--- src/rtl/player_motion_ctrl_pkg.sv ---
`default_nettype none
// ============================================================================
// Module   : game_pkg
// Brief    : Shared geometry constants and state encodings for the player
//            motion controller and its renderer-facing interface.
// Revision : 1.0 - initial release
// ============================================================================
package game_pkg;

  localparam int SCREEN_W  = 1440;
  localparam int MAP_H     = 864;
  localparam int PLAYER_SZ = 48;
  localparam int TILE      = 16;

  // Per-frame sequencer states; DONE is terminal until reset.
  typedef enum logic [2:0] {
    ST_WAIT    = 3'd0,
    ST_RESOLVE = 3'd1,
    ST_MOVE    = 3'd2,
    ST_ACK     = 3'd3,
    ST_DONE    = 3'd4
  } state_t;

  // Axis handled by the next MOVE step.
  typedef enum logic {
    PH_X = 1'b0,
    PH_Y = 1'b1
  } phase_t;

endpackage
`default_nettype wire

--- src/rtl/player_motion_ctrl_if.sv ---
`default_nettype none
// ============================================================================
// Module   : player_motion_ctrl_if
// Brief    : Bundle between the game/renderer side and the motion controller.
//            master = renderer/frame timing side, slave = motion controller.
// Revision : 1.0 - initial release
// ============================================================================
interface player_motion_ctrl_if;
  logic        frame_tick;
  logic        btn_left;
  logic        btn_right;
  logic        btn_jump;
  logic        col_detected;
  logic        outbounds;
  logic        game_win;
  logic [10:0] blkpos_x;
  logic [9:0]  blkpos_y;
  logic [11:0] x_shift;
  logic        rst_col_det;

  modport master (
    output frame_tick, btn_left, btn_right, btn_jump,
    output col_detected, outbounds, game_win,
    input  blkpos_x, blkpos_y, x_shift, rst_col_det
  );

  modport slave (
    input  frame_tick, btn_left, btn_right, btn_jump,
    input  col_detected, outbounds, game_win,
    output blkpos_x, blkpos_y, x_shift, rst_col_det
  );
endinterface
`default_nettype wire

--- src/rtl/player_motion_ctrl_btn_sync.sv ---
`default_nettype none
// ============================================================================
// Module   : btn_sync
// Brief    : Two-flop synchroniser for an asynchronous push button, plus a
//            one-cycle pulse on the synchronised rising edge.
// Revision : 1.0 - initial release
// ============================================================================
module btn_sync (
  input  logic clk,
  input  logic rst,
  input  logic btn_i,
  output logic level_o,
  output logic rise_o
);
  // [0],[1] form the synchroniser; [2] holds the previous synced level.
  logic [2:0] sync_q;

  // Shift the raw button through the synchroniser and edge history.
  always_ff @(posedge clk) begin
    if (rst) sync_q <= '0;
    else     sync_q <= {sync_q[1:0], btn_i};
  end

  assign level_o = sync_q[1];
  assign rise_o  = sync_q[1] & ~sync_q[2];
endmodule
`default_nettype wire

--- src/rtl/player_motion_ctrl.sv ---
`default_nettype none
// ============================================================================
// Module   : player_motion_ctrl
// Brief    : Per-frame player physics and map scroll. Alternates X and Y move
//            frames so a collision reported by the renderer maps to one axis.
//            Build option: define AIR_JUMP_EN to allow one extra mid-air jump.
// Revision : 1.0 - initial release
// ============================================================================
module player_motion_ctrl
  import game_pkg::*;
#(
  parameter int SPEED     = 4,
  parameter int GRAV      = 1,
  parameter int JUMP_V    = 20,
  parameter int VMAX      = 12,
  parameter int SCROLL_X  = 672,
  parameter int MAX_SHIFT = 3360,
  parameter int SPAWN_X   = 96,
  parameter int SPAWN_Y   = 720
) (
  input logic                 clk,
  input logic                 rst,
  player_motion_ctrl_if.slave bus
);
  localparam logic [10:0]       C_SPAWN_X = 11'(SPAWN_X);
  localparam logic [9:0]        C_SPAWN_Y = 10'(SPAWN_Y);
  localparam logic [11:0]       C_SPEED   = 12'(SPEED);
  localparam logic [11:0]       C_XMAX    = 12'(SCREEN_W - PLAYER_SZ);
  localparam logic [11:0]       C_SCROLL  = 12'(SCROLL_X);
  localparam logic [11:0]       C_MAXSH   = 12'(MAX_SHIFT);
  localparam logic signed [7:0] C_GRAV    = 8'(GRAV);
  localparam logic signed [7:0] C_VMAX    = 8'(VMAX);
  localparam logic signed [7:0] C_JUMP    = 8'(-JUMP_V);

  state_t state_q, state_d;
  phase_t phase_q;
  logic [10:0] pos_x_q, safe_x_q, move_x_d;
  logic [9:0]  pos_y_q, safe_y_q, move_y_d;
  logic [11:0] shift_q, safe_s_q, move_s_d, x_sum;
  logic signed [7:0]  vy_q, move_vy_d, vy_new;
  logic signed [10:0] y_sum;
  logic grounded_q, move_grounded_d, last_y_q, jump_req_q, jump_now;
  logic rst_col_det_q, rst_col_det_d;
  logic [1:0] tick_sr_q;
`ifdef AIR_JUMP_EN
  logic air_armed_q, move_air_d;
`endif

  // Button synchronisers: [0]=left, [1]=right, [2]=jump.
  logic [2:0] btn_raw, btn_level, btn_rise;
  assign btn_raw = {bus.btn_jump, bus.btn_right, bus.btn_left};
  for (genvar gi = 0; gi < 3; gi++) begin : g_btn
    btn_sync u_sync (.clk(clk), .rst(rst), .btn_i(btn_raw[gi]),
                     .level_o(btn_level[gi]), .rise_o(btn_rise[gi]));
  end
  // Only the jump button is edge-triggered; left/right act on level.
  logic unused_rise;
  assign unused_rise = &{1'b0, btn_rise[1:0]};

  // Sequencer state register.
  always_ff @(posedge clk) begin
    if (rst) state_q <= ST_WAIT;
    else     state_q <= state_d;
  end

  // Next state; rst_col_det fires in ACK, or tick+3 while frozen in DONE.
  always_comb begin
    state_d = state_q;
    case (state_q)
      ST_WAIT:    if (bus.frame_tick) state_d = ST_RESOLVE;
      ST_RESOLVE: state_d = bus.game_win ? ST_DONE : ST_MOVE;
      ST_MOVE:    state_d = ST_ACK;
      ST_ACK:     state_d = ST_WAIT;
      ST_DONE:    state_d = ST_DONE;
      default:    state_d = ST_WAIT;
    endcase
    rst_col_det_d = (state_d == ST_ACK) || ((state_q == ST_DONE) && tick_sr_q[1]);
  end

  // Candidate positions/velocity for this frame's MOVE step.
  always_comb begin
    move_x_d        = pos_x_q;
    move_s_d        = shift_q;
    move_y_d        = pos_y_q;
    move_vy_d       = vy_q;
    move_grounded_d = grounded_q;
`ifdef AIR_JUMP_EN
    move_air_d      = air_armed_q;
`endif
    x_sum    = {1'b0, pos_x_q} + C_SPEED;
    jump_now = jump_req_q | btn_rise[2];
    vy_new   = vy_q;
    // Horizontal: scroll the map once the player is past the scroll line.
    if (btn_level[1] && !btn_level[0]) begin
      if (({1'b0, pos_x_q} >= C_SCROLL) && ((shift_q + C_SPEED) <= C_MAXSH))
        move_s_d = shift_q + C_SPEED;
      else if (x_sum > C_XMAX)
        move_x_d = C_XMAX[10:0];
      else
        move_x_d = x_sum[10:0];
    end else if (btn_level[0] && !btn_level[1]) begin
      if ({1'b0, pos_x_q} < C_SPEED) move_x_d = '0;
      else                           move_x_d = pos_x_q - C_SPEED[10:0];
    end
    // Vertical: a grounded player keeps getting gravity so the next
    // collision re-confirms the ground contact.
    if (jump_now && grounded_q) begin
      vy_new          = C_JUMP;
      move_grounded_d = 1'b0;
    end
`ifdef AIR_JUMP_EN
    else if (jump_now && air_armed_q) begin
      vy_new     = C_JUMP;
      move_air_d = 1'b0;
    end
`endif
    else if (vy_q >= (C_VMAX - C_GRAV)) vy_new = C_VMAX;
    else                                vy_new = vy_q + C_GRAV;
    y_sum = $signed({1'b0, pos_y_q}) + $signed({{3{vy_new[7]}}, vy_new});
    if (y_sum[10]) begin
      move_y_d  = '0;
      move_vy_d = '0;
    end else begin
      move_y_d  = y_sum[9:0];
      move_vy_d = vy_new;
    end
  end

  // Frame datapath: resolve last frame's renderer flags, then move one axis.
  always_ff @(posedge clk) begin
    if (rst) begin
      pos_x_q <= C_SPAWN_X;  pos_y_q <= C_SPAWN_Y;  shift_q <= '0;
      safe_x_q <= C_SPAWN_X; safe_y_q <= C_SPAWN_Y; safe_s_q <= '0;
      vy_q <= '0; grounded_q <= 1'b0; phase_q <= PH_X; last_y_q <= 1'b0;
      jump_req_q <= 1'b0; tick_sr_q <= '0; rst_col_det_q <= 1'b0;
`ifdef AIR_JUMP_EN
      air_armed_q <= 1'b1;
`endif
    end else begin
      tick_sr_q     <= {tick_sr_q[0], bus.frame_tick};
      rst_col_det_q <= rst_col_det_d;
      if (btn_rise[2]) jump_req_q <= 1'b1;
      case (state_q)
        ST_RESOLVE: begin
          if (!bus.game_win) begin
            if (bus.outbounds) begin
              pos_x_q <= C_SPAWN_X;  pos_y_q <= C_SPAWN_Y;  shift_q <= '0;
              safe_x_q <= C_SPAWN_X; safe_y_q <= C_SPAWN_Y; safe_s_q <= '0;
              vy_q <= '0; grounded_q <= 1'b0; phase_q <= PH_X; last_y_q <= 1'b0;
`ifdef AIR_JUMP_EN
              air_armed_q <= 1'b1;
`endif
            end else if (bus.col_detected) begin
              pos_x_q <= safe_x_q; pos_y_q <= safe_y_q; shift_q <= safe_s_q;
              if (last_y_q) begin
                // Falling into something is a landing; rising is a head bump.
                if (!vy_q[7]) begin
                  grounded_q <= 1'b1;
`ifdef AIR_JUMP_EN
                  air_armed_q <= 1'b1;
`endif
                end
                vy_q <= '0;
              end
            end else begin
              safe_x_q <= pos_x_q; safe_y_q <= pos_y_q; safe_s_q <= shift_q;
              if (last_y_q) grounded_q <= 1'b0;
            end
          end
        end
        ST_MOVE: begin
          phase_q  <= (phase_q == PH_X) ? PH_Y : PH_X;
          last_y_q <= (phase_q == PH_Y);
          if (phase_q == PH_X) begin
            pos_x_q <= move_x_d;
            shift_q <= move_s_d;
          end else begin
            pos_y_q    <= move_y_d;
            vy_q       <= move_vy_d;
            grounded_q <= move_grounded_d;
            jump_req_q <= 1'b0;
`ifdef AIR_JUMP_EN
            air_armed_q <= move_air_d;
`endif
          end
        end
        default: ;
      endcase
    end
  end

  assign bus.blkpos_x    = pos_x_q;
  assign bus.blkpos_y    = pos_y_q;
  assign bus.x_shift     = shift_q;
  assign bus.rst_col_det = rst_col_det_q;
endmodule
`default_nettype wire
--- src/flat_wrapper.sv ---
// flat-port wrapper written by rule: the top's interface ports become plain ports
module player_motion_ctrl_flat import game_pkg::*;
#(
  parameter int SPEED     = 4,
  parameter int GRAV      = 1,
  parameter int JUMP_V    = 20,
  parameter int VMAX      = 12,
  parameter int SCROLL_X  = 672,
  parameter int MAX_SHIFT = 3360,
  parameter int SPAWN_X   = 96,
  parameter int SPAWN_Y   = 720
)
  (clk, rst, bus_frame_tick, bus_btn_left, bus_btn_right, bus_btn_jump, bus_col_detected, bus_outbounds, bus_game_win, bus_blkpos_x, bus_blkpos_y, bus_x_shift, bus_rst_col_det);
  player_motion_ctrl_if bus_i ();
  input logic clk;
  input logic rst;
  input wire logic [$bits(bus_i.frame_tick)-1:0] bus_frame_tick;
  input wire logic [$bits(bus_i.btn_left)-1:0] bus_btn_left;
  input wire logic [$bits(bus_i.btn_right)-1:0] bus_btn_right;
  input wire logic [$bits(bus_i.btn_jump)-1:0] bus_btn_jump;
  input wire logic [$bits(bus_i.col_detected)-1:0] bus_col_detected;
  input wire logic [$bits(bus_i.outbounds)-1:0] bus_outbounds;
  input wire logic [$bits(bus_i.game_win)-1:0] bus_game_win;
  output wire logic [$bits(bus_i.blkpos_x)-1:0] bus_blkpos_x;
  output wire logic [$bits(bus_i.blkpos_y)-1:0] bus_blkpos_y;
  output wire logic [$bits(bus_i.x_shift)-1:0] bus_x_shift;
  output wire logic [$bits(bus_i.rst_col_det)-1:0] bus_rst_col_det;
  assign bus_i.frame_tick = bus_frame_tick;
  assign bus_i.btn_left = bus_btn_left;
  assign bus_i.btn_right = bus_btn_right;
  assign bus_i.btn_jump = bus_btn_jump;
  assign bus_i.col_detected = bus_col_detected;
  assign bus_i.outbounds = bus_outbounds;
  assign bus_i.game_win = bus_game_win;
  assign bus_blkpos_x = bus_i.blkpos_x;
  assign bus_blkpos_y = bus_i.blkpos_y;
  assign bus_x_shift = bus_i.x_shift;
  assign bus_rst_col_det = bus_i.rst_col_det;
  player_motion_ctrl #(.SPEED(SPEED), .GRAV(GRAV), .JUMP_V(JUMP_V), .VMAX(VMAX), .SCROLL_X(SCROLL_X), .MAX_SHIFT(MAX_SHIFT), .SPAWN_X(SPAWN_X), .SPAWN_Y(SPAWN_Y)) u_core (.clk(clk), .rst(rst), .bus(bus_i));
endmodule
--- config.mk ---
export PLATFORM = sky130hd
export DESIGN_NAME = player_motion_ctrl_flat
export DESIGN_NICKNAME = d
export VERILOG_FILES = /design/src/rtl/player_motion_ctrl_pkg.sv /design/src/rtl/player_motion_ctrl_if.sv /design/src/rtl/player_motion_ctrl_btn_sync.sv /design/src/rtl/player_motion_ctrl.sv /design/src/flat_wrapper.sv
export SDC_FILE = /design/constraint.sdc
export NUM_CORES = 1
export LEC_CHECK = 0
export ABC_AREA = 1
export CAP_MARGIN = 25
export CORE_ASPECT_RATIO = 0.75
export CORE_MARGIN = 2
export CORE_UTILIZATION = 65
export CTS_BUF_LIST = sky130_fd_sc_hd__clkbuf_8
export DETAILED_ROUTE_END_ITERATION = 16
export PLACE_DENSITY = 0.88
export SLEW_MARGIN = 10
export SYNTH_ARGS = -nofsm -noshare
export SYNTH_HDL_FRONTEND = slang
export SYNTH_SLANG_ARGS = --single-unit
--- constraint.sdc ---
create_clock -name clk -period 7.3 [get_ports clk]
set_input_delay 1.095 -clock clk [delete_from_list [all_inputs] [get_ports clk]]
set_output_delay 1.095 -clock clk [all_outputs]
set_load 0.02 [all_outputs]
==> run metrics, run 1 <==
Antenna Nets Post-Route=0; synthesized area per cell=6.65 um^2; drt pass-1 iters=5; RSZ-0062 raised after global routing=false; CTS H-tree depth=3; Post-DP HPWL=9550 um; die area=8870 um^2; vias=5373; core area=7880 um^2; Synth warnings=0; VDD IR-drop max=0.150 mV; WL per Instance=15.0 um; layout cells sized above 1=4.99%; synthesis-to-layout area growth=12.6%; largest net degree at the start of global routing=43; CP Launch Type=flip-flop; GP Congestion=0.948; clock skew=0.0130 ns; post-synthesis cell type count=44; DIE HEIGHT=82.1 um; DRC Markers=0; Tmin final=4.01 ns; fin cells=926; Hold Violations, Final=0; Largest stage delay, worst path=0.42 ns; routed wire length=13900 um; clk_lat worst skew=0.38 ns; Slew Limit Fails=0; GR Overflow Total=0; clk root buf=clkbuf_8; achievable frequency=0.249 GHz; vias in the first global route=4817; fill count=627; crit path DAT=4.32 ns; WS Path Type=flip-flop to flip-flop; Port-buffer cells=42; Slowest-stage cell, CP=fa_1; Yosys reg bits=91; Detailed Route Iter0 Violations=492; hold_ws=0.406 ns; row count=28; commonest cells in the netlist=nand2_1 (181), nor2_1 (114), dfxtp_1 (91), o21ai_0 (77), inv_1 (70); Area contributors post-synth=dfxtp_1 (34%), nand2_1 (13%), nor2_1 (8.1%), o21ai_0 (7.3%), a21oi_1 (5.7%); CTS tree=built; crit-path cells=ha_1 -> o21ai_0 -> a31oi_1 -> nor2_1 -> inv_1 -> nor2_1 -> ha_1 -> fa_1 -> nand3_1 -> nand3_1 -> nand2_1 -> nand2_1 -> a21oi_1 -> o21bai_1 -> ha_1 -> nor2_1 -> inv_1 -> a21oi_1 -> o21ai_0 -> nand3_1 -> o21ai_0 -> nand2_1; syn_nets=822; maxcap violations=0; post-synthesis sequential area ratio=34.5%; worst-path fanout max=7; Clock transition at path regs=0.09 ns; Post-synth EDFFs=0; clk sink count=91; Syn Inst Count=794; CTS Hold Bufs=0; placed cells=909; worst endpoint required time=7.61 ns; Slew HR=35.2%; leakage=2.52 nW; Pwr per Cell Area=195 nW/um^2; Setup crit end kind=flip-flop; total power=1.16 mW; setup_tns=0 ns; largest area contributor in the netlist=dfxtp_1; Post-synth top flop=dfxtp_1; NumNets Final=844; post-CTS setup buffers=0; initial antenna violation count=0; Synth top area share=34.5%; async set or reset register ratio after synthesis=0%; fin crit share=55.0%; setup violators final=0; CTS buffer count=9; status=finished clean; ANT cells=0; top-count cell post-synth=nand2_1; die width=108 um; vias per cell=5.80; GRT Total Usage=32.6%; Max clock buf depth=2; initial core utilization=67.0%; synthesized area=5280 um^2; global-route wire length before repair=22600 um; Resized cells post-CTS=0; Worst Max-Slew Pin Slew=0.971 ns; Top Ports=43; Hold Path Class=flip-flop to flip-flop
## area by class of cell
type	instances	area (um^2)	share of cell area (%)
clock inverter	7	100	1.68
timing repair buffer	47	458	7.70
clock buffer	9	124	2.08
multi-input combinational	593	3030	51.0
inverter	74	280	4.71
tap	105	131	2.21
sequential	91	1820	30.6
## report_power, final
| part | internal, mW | leakage [nW] | switching (mW) | total [mW] |
|---|---|---|---|---|
| logic | 0.0794 | 1.66 | 0.136 | 0.216 |
| registers | 0.523 | 0.742 | 0.0312 | 0.555 |
| clock network | 0.196 | 0.114 | 0.193 | 0.390 |
## kinds of logic (layout without fill, tap and decap cells)
family          after synthesis  after routing  share of synthesized area (%)
simple gates                380            380                           31.0
buf+inv                     110            137                           8.13
flops                        91             91                           34.5
fa+ha+maj                    19             19                           4.64
compound gates              174            174                           18.4
xor+xnor                     20             20                           3.32
## per-layer routing
layer,global-route usage [%],vias up,share of wire [%]
met1,45.1,2446,44
met3,7.78,18,8.9
met4,7.56,0,0.98
li1,-,2647,-
met2,52.0,262,46
met5,0,-,0
## cells in the final DEF (no fill, tap or decap), types with 6 or more instances in the layout
cell type	synthesis	layout
ha_1	18	18
a21oi_1	60	60
clkdlybuf4s50_1	0	42
nand3_1	48	48
inv_1	70	71
xor2_1	16	16
nor3_1	6	6
clkbuf_8	0	9
nor2_1	114	114
nand4_1	12	12
dfxtp_1	91	91
o21ai_0	77	77
nand2_1	181	181
a22oi_1	8	8
## sequential cells by signal (all words and copies together), names as in the netlist
| signal | count |
|---|---|
| u_core.jump_req_q | 1 |
| u_core.tick_sr_q | 2 |
| u_core.bus.rst_col_det | 1 |
| u_core.g_btn.u_sync.sync_q | 7 |
| u_core.state_q | 3 |
| u_core.grounded_q | 1 |
| u_core.safe_y_q | 10 |
| u_core.vy_q | 8 |
| u_core.last_y_q | 1 |
| u_core.bus.blkpos_x | 11 |
| u_core.safe_x_q | 11 |
| u_core.bus.x_shift | 12 |
| u_core.bus.blkpos_y | 10 |
| u_core.phase_q | 1 |
| u_core.safe_s_q | 12 |
## worst paths after layout
kind	from	to	slack, ns	cells past startpoint
worst max-delay path	u_core.vy_q[0]$_SDFFE_PP0P_	u_core.bus.blkpos_y[4]$_SDFFE_PP1P_	3.29	22
worst min-delay path	u_core.g_btn[2].u_sync.sync_q[0]$_SDFF_PP0_	u_core.g_btn[2].u_sync.sync_q[1]$_SDFF_PP0_	0.41	2
worst max register to register	u_core.vy_q[0]$_SDFFE_PP0P_	u_core.bus.blkpos_y[4]$_SDFFE_PP1P_	3.29	22
worst min register to register	u_core.g_btn[2].u_sync.sync_q[0]$_SDFF_PP0_	u_core.g_btn[2].u_sync.sync_q[1]$_SDFF_PP0_	0.41	2
## worst max-delay path, delay by kind of cell (launching register included)
kind / cells / cell delay, ns
compound gates: 7 / 0.90
fa+ha+maj: 4 / 1.16
buf+inv: 2 / 0.38
flops: 1 / 0.39
simple gates: 9 / 1.12
## per-stage QoR
step | cell area [um^2] | setup WS [ns] | utilization (%)
6_report | 5950 | 3.29 | 75.4
5_1_grt | 5950 | 2.81 | 75.4
4_1_cts | 5940 | 3.32 | 75.3
3_5_place_dp | 5710 | 3.32 | 72.5
3_3_place_gp | 5710 | 3.49 | 72.5
2_1_floorplan | 5280 | 3.98 | -
No activity file was read; power rests on OpenSTA's default activity.
==> run 2, diff against run 1 <==
--- a/config.mk
+++ b/config.mk
@@ -9,10 +9,10 @@
 export CAP_MARGIN = 25
 export CORE_ASPECT_RATIO = 0.75
 export CORE_MARGIN = 2
-export CORE_UTILIZATION = 65
+export CORE_UTILIZATION = 55
 export CTS_BUF_LIST = sky130_fd_sc_hd__clkbuf_8
 export DETAILED_ROUTE_END_ITERATION = 16
-export PLACE_DENSITY = 0.88
+export PLACE_DENSITY = 0.79
 export SLEW_MARGIN = 10
 export SYNTH_ARGS = -nofsm -noshare
 export SYNTH_HDL_FRONTEND = slang
==> constraint.sdc (replaced) <==
create_clock -name clk -period 3.4 [get_ports clk]
set_input_delay 0.51 -clock clk [delete_from_list [all_inputs] [get_ports clk]]
set_output_delay 0.51 -clock clk [all_outputs]
set_load 0.02 [all_outputs]
==> run 2 against run 1 <==
Wire length up 0.84%. Non-clock buffer count grew 12. Flip-flop and latch count stayed put. Register-to-register slack worse by 3.1 ns. Fmax increased by 26%. Largest power group unchanged.
==> run metrics, run 2 (synthesis results as in run 1) <==
die area=10400 um^2 (was 8870 um^2); Hold Path Class=flip-flop to flip-flop (unchanged); crit path DAT=3.50 ns (was 4.32 ns); Post-DP HPWL=9480 um (was 9550 um); most common cell after layout, fill and taps aside=nand2_1 (unchanged); most frequent cells in the layout=nand2_1 (181), nor2_1 (111), dfxtp_1 (88) (was nand2_1 (181), nor2_1 (114), dfxtp_1 (91)); Slowest-stage cell, CP=dfxtp_2 (was fa_1); clk sink count=91 (unchanged); Cell Int Power=1.66 mW (was 0.799 mW); Port-buffer cells=42 (unchanged); layout cells sized above 1=8.76% (was 4.99%); total power=2.44 mW (was 1.16 mW); post-place instance area=5810 um^2 (was 5710 um^2); status=finished clean (unchanged); leakage=2.58 nW (was 2.52 nW); initial antenna violation count=0 (unchanged); WS Path Type=flip-flop to flip-flop (unchanged); clk_lat worst skew=0.37 ns (was 0.38 ns); Slew Limit Fails=0 (unchanged); Pwr per Cell Area=396 nW/um^2 (was 195 nW/um^2); DRC Markers=0 (unchanged); NetSw=0.778 mW (was 0.360 mW); WL per Instance=14.5 um (was 15.0 um); clock skew=0.00864 ns (was 0.0130 ns); CTS H-tree depth=3 (unchanged); CP Launch Type=flip-flop (unchanged); Top Ports=43 (unchanged); vias in the first global route=4646 (was 4817); switch share=32.0% (was 31.1%); setup violators final=0 (unchanged); CTS tree=built (unchanged); core area=9200 um^2 (was 7880 um^2); CP top delay family=compound AO/OA/AOI/OAI gates (was adder cells); CTS buffer count=9 (unchanged); Worst Max-Slew Pin Slew=0.780 ns (was 0.971 ns); vias per cell=5.57 (was 5.80); global-route wire length before repair=22400 um (was 22600 um); vias=5356 (was 5373); worst endpoint required time=3.71 ns (was 7.61 ns); Hold Violations, Final=0 (unchanged); achievable frequency=0.313 GHz (was 0.249 GHz); final instance area=6140 um^2 (was 5950 um^2); drt pass-1 iters=5 (unchanged); Antenna Nets Post-Route=0 (unchanged); GP Congestion=0.917 (was 0.948); Clock transition at path regs=0.09 ns (about the same); Worst Path Buf+Inv=3 (was 2); logic gate share of total power=19.6% (was 18.6%); largest net degree at the start of global routing=56 (was 43); synthesis-to-layout area growth=16.3% (was 12.6%); initial core utilization=57.4% (was 67.0%); clk root buf=clkbuf_8 (unchanged); NumNets Final=856 (was 844); setup_tns=0 ns (unchanged); ANT cells=0 (unchanged); Multi-input gate area=3120 um^2 (was 3030 um^2); DIE HEIGHT=88.9 um (was 82.1 um); routed wire length=14000 um (was 13900 um); most used cell, CP=nand2_1; share of total power in the clock network=31.6% (was 33.6%); CTS Hold Bufs=0 (unchanged); Tmin final=3.19 ns (was 4.01 ns); crit-path cells=ha_1 -> buf_4 -> nand4_1 -> xor2_1 -> inv_1 -> o21ai_2 -> ha_4 -> nand2_1 -> nor2_1 -> a211oi_2 -> nand2_1 -> a21oi_1 -> o21bai_1 -> ha_1 -> nor2_4 -> inv_2 -> a21oi_1 -> o21ai_0 -> nand2_1 -> nand2_1 -> nand2_1 (was ha_1 -> o21ai_0 -> a31oi_1 -> nor2_1 -> inv_1 -> nor2_1 -> ha_1 -> fa_1 -> nand3_1 -> nand3_1 -> nand2_1 -> nand2_1 -> a21oi_1 -> o21bai_1 -> ha_1 -> nor2_1 -> inv_1 -> a21oi_1 -> o21ai_0 -> nand3_1 -> o21ai_0 -> nand2_1); fin crit share=93.9% (was 55.0%); register area=1830 um^2 (was 1820 um^2); Final Util=66.8% (was 75.4%); row count=30 (was 28); VDD IR-drop max=0.321 mV (was 0.150 mV); GR Overflow Total=0 (unchanged); Detailed Route Iter0 Violations=452 (was 492); Largest stage delay, worst path=0.34 ns (was 0.42 ns); worst-path fanout max=5 (was 7); Reg power frac=48.8% (was 47.8%); fill count=820 (was 627); Max clock buf depth=2 (unchanged); GRT Total Usage=27.4% (was 32.6%); die width=117 um (was 108 um); Slew HR=47.8% (was 35.2%); maxcap violations=0 (unchanged); Setup crit end kind=flip-flop (unchanged)
## run 2: worst register-to-register path: cells and delay by family, from the launching register on
| kind | cells | cell delay (ns) |
|---|---|---|
| AOI/OAI and AO/OA | 6 | 0.81 |
| adders and majority gates | 3 | 0.80 |
| and+or+nand+nor | 8 | 0.70 |
| DFF | 1 | 0.34 |
| buffers and inverters | 3 | 0.31 |
| xor gates and xnor gates | 1 | 0.19 |
## run 2: layer usage
metal	up-vias	track usage (%)	share of wire, %
li1	2683	-	-
met1	2455	39.4	48
met2	204	42.0	44
met3	14	6.51	7.5
met4	0	5.99	0.97
met5	-	0	0
## run 2: timing repair
| item | CTS | global route |
|---|---|---|
| endpoints found under the setup margin | 13 | 17 |
| pin swaps | 1 | 5 |
| buffers inserted | 1 | 3 |
| cloned | 0 | 0 |
| resized for setup | 3 | 20 |
## run 2: worst paths after layout
path | from | endpoint | slack (ns) | depth (start not counted)
hold / removal | u_core.g_btn[1].u_sync.sync_q[0]$_SDFF_PP0_ | u_core.g_btn[1].u_sync.sync_q[1]$_SDFF_PP0_ | 0.41 | 2
setup / recovery | u_core.vy_q[0]$_SDFFE_PP0P_ | u_core.bus.blkpos_y[9]$_SDFFE_PP1P_ | 0.21 | 21
setup reg to reg | u_core.vy_q[0]$_SDFFE_PP0P_ | u_core.bus.blkpos_y[9]$_SDFFE_PP1P_ | 0.21 | 21
hold reg to reg | u_core.g_btn[1].u_sync.sync_q[0]$_SDFF_PP0_ | u_core.g_btn[1].u_sync.sync_q[1]$_SDFF_PP0_ | 0.41 | 2
## run 2: power by group through the flow
stage | registers, mW | logic [mW] | clock network [mW]
6_report | 1.19 | 0.477 | 0.769
3_3_place_gp | 1.21 | 0.449 | 0
3_5_place_dp | 1.21 | 0.459 | 0
2_1_floorplan | 1.22 | 0.306 | 0
4_1_cts | 1.19 | 0.461 | 0.781
5_1_grt | 1.20 | 0.529 | 0.832
## run 2: stage by stage
step	std cells	hold slack (ns)	worst slack (ns)
CTS	958	0.407	0.0264
finish	961	0.407	0.208
global route	961	0.425	-0.00721
floorplan	794	0.388	0.0835
global placement	941	0.392	0.101
detailed placement	941	0.394	-0.0697
## run 2: area by class of cell
type	count	area share (%)
multi-input cells	593	50.8
flip-flops and latches	91	29.7
repair buffers	59	8.98
inverters	74	4.56
well taps	128	2.61
clock buffers	9	2.02
clock inverters	7	1.34
==> run 3, diff against run 2 <==
==> constraint.sdc (replaced) <==
create_clock -name clk -period 3.4 [get_ports clk]
set_input_delay 0.51 -clock clk [delete_from_list [all_inputs] [get_ports clk]]
set_output_delay 0.51 -clock clk [all_outputs]
set_load 0.01 [all_outputs]
==> results of run 3 <==
The final DEF is identical to that of run 2. Status: finished clean.
Main changes from that run: total power 2.44 mW -> 2.42 mW; worst IR drop on VDD 0.321 mV -> 0.320 mV
